**src/rtl/source2_pkg.sv**
```systemverilog
// Shared definitions for the two-phase req/ack source: state encoding and a clog2 helper.
`ifndef SOURCE2_PKG_SV
`define SOURCE2_PKG_SV

package source2_pkg;

  typedef enum logic [1:0] {
    GAP_WAIT = 2'd0,
    LAUNCH   = 2'd1,
    PENDING  = 2'd2,
    DONE     = 2'd3
  } state_t;

  // Ceiling log2; returns 0 for values of 0 or 1.
  function automatic int clog2(input int value);
    int result;
    int v;
    result = 0;
    v = value - 1;
    while (v > 0) begin
      result++;
      v = v >>> 1;
    end
    return result;
  endfunction

endpackage

`endif

```
**src/rtl/source2.sv**
```systemverilog
// Two-phase (toggle) req/ack packet source emitting an incrementing word sequence.
// Define SOURCE2_LOG_EN to print a line per launch and when done rises.
module source2
  import source2_pkg::*;
#(
  parameter int ID    = 0,
  parameter int SIZE  = 8,
  parameter int COUNT = 4,
  parameter int GAP   = 0,
  parameter int START = 0
) (
  input  logic            clk,
  input  logic            reset,
  input  logic            ack,
  output logic            req,
  output logic [SIZE-1:0] data,
  output logic            done
);

  localparam int CNT_W = (clog2(COUNT + 1) < 1) ? 1 : clog2(COUNT + 1);
  localparam int GAP_W = (clog2(GAP + 1) < 1) ? 1 : clog2(GAP + 1);
  localparam logic [SIZE-1:0]  START_VAL  = SIZE'(START);
  localparam logic [CNT_W-1:0] COUNT_LAST = CNT_W'(COUNT - 1);
  localparam logic [GAP_W-1:0] GAP_LAST   = GAP_W'(GAP - 1);

  state_t           state;
  logic [CNT_W-1:0] sent;
  logic [GAP_W-1:0] gap_cnt;

  // The completion edge itself counts as the first idle cycle, so the
  // per-transfer period is exactly 2 + GAP with a single-register sink.
  always_ff @(posedge clk or posedge reset) begin
    if (reset) begin
      req     <= 1'b0;
      data    <= START_VAL;
      done    <= 1'b0;
      sent    <= '0;
      gap_cnt <= '0;
      state   <= (GAP == 0) ? LAUNCH : GAP_WAIT;
    end else begin
      case (state)
        GAP_WAIT: begin
          if (gap_cnt == GAP_LAST) begin
            gap_cnt <= '0;
            state   <= LAUNCH;
          end else begin
            gap_cnt <= gap_cnt + 1'b1;
          end
        end
        LAUNCH: begin
          req   <= ~req;
          state <= PENDING;
        end
        PENDING: begin
          if (ack == req) begin
            if (sent != '1) sent <= sent + 1'b1;
            data <= data + 1'b1;
            if (COUNT != 0 && sent == COUNT_LAST) begin
              done  <= 1'b1;
              state <= DONE;
            end else if (GAP == 0) begin
              req <= ~req;
            end else if (GAP == 1) begin
              state <= LAUNCH;
            end else begin
              gap_cnt <= GAP_W'(1);
              state   <= GAP_WAIT;
            end
          end
        end
        DONE: begin
          state <= DONE;
        end
        default: begin
          state <= GAP_WAIT;
        end
      endcase
    end
  end

`ifdef SOURCE2_LOG_EN
  // Every req toggle out of reset is a launch; data already holds its word.
  always @(req) begin
    if (!reset) $display("%0t: Source %0d: data %h", $time, ID, data);
  end

  always @(posedge done) begin
    $display("%0t: Source %0d: done", $time, ID);
  end
`else
  logic unused_id;
  assign unused_id = ^ID;
`endif

endmodule

```
**config.mk**
```make
export PLATFORM = sky130hd
export DESIGN_NAME = source2
export DESIGN_NICKNAME = d
export VERILOG_FILES = /design/src/rtl/source2_pkg.sv /design/src/rtl/source2.sv
export SDC_FILE = /design/constraint.sdc
export NUM_CORES = 1
export LEC_CHECK = 0
export ABC_AREA = 1
export BUFFER_PORTS_ARGS = -buffer_cell sky130_fd_sc_hd__buf_2
export CAP_MARGIN = 20
export CORE_UTILIZATION = 48
export DETAILED_ROUTE_END_ITERATION = 8
export PLACE_DENSITY = 0.72
export SETUP_SLACK_MARGIN = 0.3
export SYNTH_ARGS = -nofsm -noshare
export SYNTH_HDL_FRONTEND = slang
export SYNTH_SLANG_ARGS = --single-unit
```
**constraint.sdc**
```tcl
create_clock -name clk -period 1.18 [get_ports clk]
set_input_delay 0.177 -clock clk [delete_from_list [all_inputs] [get_ports clk]]
set_output_delay 0.177 -clock clk [all_outputs]
set_load 0.03 [all_outputs]
```
# Word-level counts from Yosys, hierarchy flattened
# Cells that the tools add are included.
dict set report totals {
  ff_bits 16
  input_bits 3
  out_inout_bits 10
  elab_cells 35
}
dict set report classes {
  n_addsub 3
  n_eq_ne 10
  muxes 8
  bitwise_logic 1
  reduce_logical 7
}
# cell n
set ops {}
lappend ops {{$reduce_and 3->1} 4}
lappend ops {{$add 8x1->8 const B} 1}
lappend ops {{$ne 2x2->1 const B} 4}
lappend ops {{$pmux 2 s4} 1}
lappend ops {{$mux 2} 3}
lappend ops {{$eq 2x2->1 const B} 2}
lappend ops {{$add 3x1->3 const B} 1}
lappend ops {{$eq 3x2->1 const B} 1}
lappend ops {{$mux 1} 3}
lappend ops {{$ne 3x3->1 const B} 1}
lappend ops {{$eq 2x1->1 const B} 1}
lappend ops {{$logic_not 2->1} 1}
lappend ops {{$pmux 1 s2} 1}
lappend ops {{$reduce_and 2->1} 1}
lappend ops {{$reduce_bool 2->1} 1}
lappend ops {{$add 1x1->1 const B} 1}
lappend ops {{$eq 1x1->1} 1}
lappend ops {{$not 1->1} 1}

# Longest topological paths before layout
dict set report logic_depth {
  word_depth 4
  depth_mapped 8
  mapped_depth_nobuf 8
}

# Least setup slack after synthesis
# Ideal clock, no wire load.
dict set report synth_path {
  path_type {register -> register}
  startpoint {register data[0]}
  endpoint {register data[6]}
  setup_ns 0.118
  arrival_time_ns 1.178
  required_ns 1.062
  slack_ns -0.116
  stages_incl_launch_ff 7
  n_path_buf 0
  synth_period_minus_slack_ns 1.296
  path_cell_list {dfrtp_1 > ha_1 > nand3_1 > nor2_1 > nand2_1 > nand2_1 > nand2_1}
}
dict set report synth_between {
  elab_chain_cells 1
}
# item line_no
set synth_lines {}
lappend synth_lines {{from (decl)} source2.sv:16} ;# output logic [SIZE-1:0] data,
lappend synth_lines {{from (signal assigned)} source2.sv:57} ;# data <= data + 1'b1;
lappend synth_lines {{$add 8x1->8} source2.sv:57}
# Every way passes these cells.
# A chain may end at the register's enable or synchronous reset.

# Final worst setup path
dict set report layout_path {
  startpoint {register sent[1]}
  endpoint {register req}
}
dict set report layout_between {
  elab_chain_cells 3
}
# item line_no
set layout_lines {}
lappend layout_lines {{from (decl)} source2.sv:27} ;# logic [CNT_W-1:0] sent;
lappend layout_lines {{from (signal assigned)} source2.sv:56} ;# if (sent != '1) sent <= sent + 1'b1;
lappend layout_lines {{$eq 3x2->1} source2.sv:58} ;# if (COUNT != 0 && sent == COUNT_LAST) begin
lappend layout_lines {{$ne 2x2->1 (no line)} --}
lappend layout_lines {{$reduce_and 3->1 (no line)} --}
lappend layout_lines {{to (signal assigned)} source2.sv:51} ;# req <= ~req;
lappend layout_lines {{to (signal assigned)} source2.sv:62} ;# req <= ~req;
lappend layout_lines {{to (decl)} source2.sv:15} ;# output logic req,
# Every way passes these cells.

==> results.yml <==
outcome:
  status: "complete, no violations"
flow_run:
  maxCapViolCount: 0
floorplan:
  core_area_sq_mm: 0.00158
  die_h_um: 44.1
  dieArea_sq_mm: 0.00194
  die_w_um: 44.1
  initial_core_util_pct: 54.0
  ioPinCount: 13
  row_count: 14
cells_and_area:
  antennaDiodeCount: 0
  layoutNonFillerInstCount: 150
  fillCellCount: 87
  seq_area_sq_um: 409
  final_layout_size_suffix_gt1_share_pct: 52.2
  nets: 142
  multi_input_area_sq_um: 549
  areaGrowthSynthToFinish_pct: 53.4
pwr:
  ir_drop_uv: 2060
  leakagePower_nw: 0.648
  p_per_area_mw_per_mm2: 2700
logic_synthesis:
  synthTopCellsByArea: "dfrtp_1 (44%), nand2_1 (19%), ha_1 (5.9%)"
  netlist_area_sq_um: 851
  synth_top_area_share_pct: 44.1
  syn_inst: 102
  synth_warnings: 0
  synth-seq-cells: 16
  synth_largest_area_cell: "dfrtp_1"
  ys_seq_area_share_pct: 47.2
  syn_area_per_cell_sq_um: 8.34
  synthDistinctLibCells: 18
  synth_fp_nets: 109
worst_setup_path:
  r2r_cells: 8
  r2r_slack_ns: 0.02
  worstSetupEndpointType: "flop"
  cp.required_ns: 1.36
  path_common_cell: "nand2_1"
  crit_arrival_ns: 1.34
  max_stage_delay_ns: 0.42
  path_cells: "ha_4 > ha_4 > inv_4 > nand2_4 > nand2_2 > nand2_1 > nand2_1 > nand2_1"
  crit_type: "reg -> reg"
  worst-path-max-fanout: 2
  start_kind: "flop"
  crit_cells: 8
  slowest_stage: "dfrtp_1"
  crit_family: "flip-flops"
  worst-path-buf-inv: 1
sta:
  fin_skew_ns: 0.00373
  finalCritPeriodShare_pct: 98.5
  finalHoldViolations: 0
  setup_viol: 0
  slew_viol_final: 0
  max_slew.worst_pin.slew_ns: 0.213
  layout_min_cycle_time_ns: 1.16
  layout_setup_ws_ns: 0.0182
  rsz0062_at_grt: "true"
  slew_headroom_pct: 85.8
  max_freq_ghz: 0.861
clock_tree:
  cts_buffers: 3
  clk_pin_slew_ns: 0.10
  clock_latency_ns: 0.28
  cts_tree: "yes"
  clock_sinks: 16
  max-clock-path-buffers: 2
  h-tree-depth: 1
  clock-root-buffer: "clkbuf_4"
placement:
  pre_cts_ws_ns: -0.0305
  portBuffers: 12
  place_hpwl_mm: 1.07
  place_congestion: 0.743
  dp.cells: 131
global_route:
  antenna_found_initial: 0
  overflow: 0
  grt_max_degree: 17
  track_usage_pct: 23.7
  grt_pass1_wl_mm: 3.31
  first_global_vias: 784
routing:
  wl_mm: 1.83
  dr.first_iter.drc_count: 11
  vias_per_cell: 5.02
  drc: 0
  wl_per_cell_um: 12.2
  vias: 753
  ant_nets: 0
  drt-pass1-iter-count: 6
min_path:
  hold_class: "in -> reg"
  hold_path_depth: 4
## cells by family (layout without fill, tap and decap cells)
logic type | after synthesis | count (layout) | share of synthesized area [%]
compound gates | 3 | 3 | 2.06
flops | 16 | 16 | 47.2
simple gates | 61 | 62 | 34.6
xor+xnor | 4 | 4 | 4.12
buf+inv | 14 | 45 | 6.18
fa+ha+maj | 4 | 4 | 5.88
## placed cells by master, fill, tap and decap left out, types with 2 or more instances in the layout
cell / n
xnor2_2: 2
xnor2_1: 2
inv_4: 2
dfrtp_2: 6
nor2_4: 3
nand2_2: 9
inv_2: 3
nand3_1: 3
dfrtp_1: 9
nand3b_1: 3
buf_2: 3
buf_4: 11
ha_4: 4
nor2_2: 2
clkbuf_4: 3
nand2_4: 4
buf_6: 12
nand2_1: 33
inv_1: 9
nand3_4: 2
## cell usage after synthesis
cell type	count
ha_1	4
nor2_4	2
nand3b_1	3
o21bai_1	1
nor2_8	1
nor2_1	3
a21oi_1	1
nand2_1	44
nand3_1	5
nand3_2	1
o21ai_0	1
nand2_2	1
nand2_4	1
xnor2_1	4
dfrtp_1	15
inv_1	12
dfstp_2	1
inv_2	2
## layer usage
metal	vias up	global-route usage (%)	part of all wire, %
li1	381	-	-
met1	356	28.3	44
met2	12	40.3	52
met3	4	3.27	1.9
met4	0	13.9	2.1
met5	-	0	0
## registers in the layout, indices dropped and copies added (netlist names)
| register | count |
|---|---|
| sent | 3 |
| data | 8 |
| req | 1 |
| done | 1 |
| gap_cnt | 1 |
| state | 2 |
## metrics by stage
stage	hold slack (ns)	cell area [sq um]	util [%]	power [mW]	TNS [ns]
after floorplan	0.0897	915	-	2.15	0
after CTS	0.259	1280	81.2	3.38	0
final	0.258	1310	82.8	3.52	0
after detailed placement	0.193	1000	63.6	2.48	-0.0748
after global routing	0.259	1310	82.8	3.78	-0.165
after global placement	0.190	1000	63.6	2.41	-0.0253
## worst min-delay path, cell delays in order
cell     delay [ns]
buf_2          0.11
nand2_4        0.07
nand2_4        0.12
a21oi_2        0.07
## power by group
group	switching, mW	total, mW	internal (mW)
clock	0.172	0.303	0.131
combinational	1.19	2.20	1.01
sequential	0.235	1.01	0.778
total	1.60	3.52	1.92
## layout make-up
type                    count  area share, %
well taps                  16           1.53
clock buffers               4           2.01
flip-flops and latches     16           31.4
repair buffers             27           18.6
inverters                  14           4.41
multi-input cells          73           42.1
## final timing paths
check / startpoint / endpoint
max: sent[1]$_DFFE_PP0P_ / req$_DFFE_PP0P_
max reg2reg: sent[1]$_DFFE_PP0P_ / req$_DFFE_PP0P_
min reg2reg: gap_cnt$_DFFE_PP0N_ / gap_cnt$_DFFE_PP0N_
min: ack / state[0]$_DFFE_PP1P_
max in group asynchronous: reset / state[0]$_DFFE_PP1P_
min in group asynchronous: reset / sent[2]$_DFFE_PP0P_
## repair_timing
item                       CTS  global route
hold endpoints to repair    15             0
setup endpoints to repair   25            25
pin swaps                   14             8
hold buffers                 1             0
gates resized for setup     36             8
setup buffers               13             0
gates cloned                 1             0
Power figures use the tool's default switching activity.
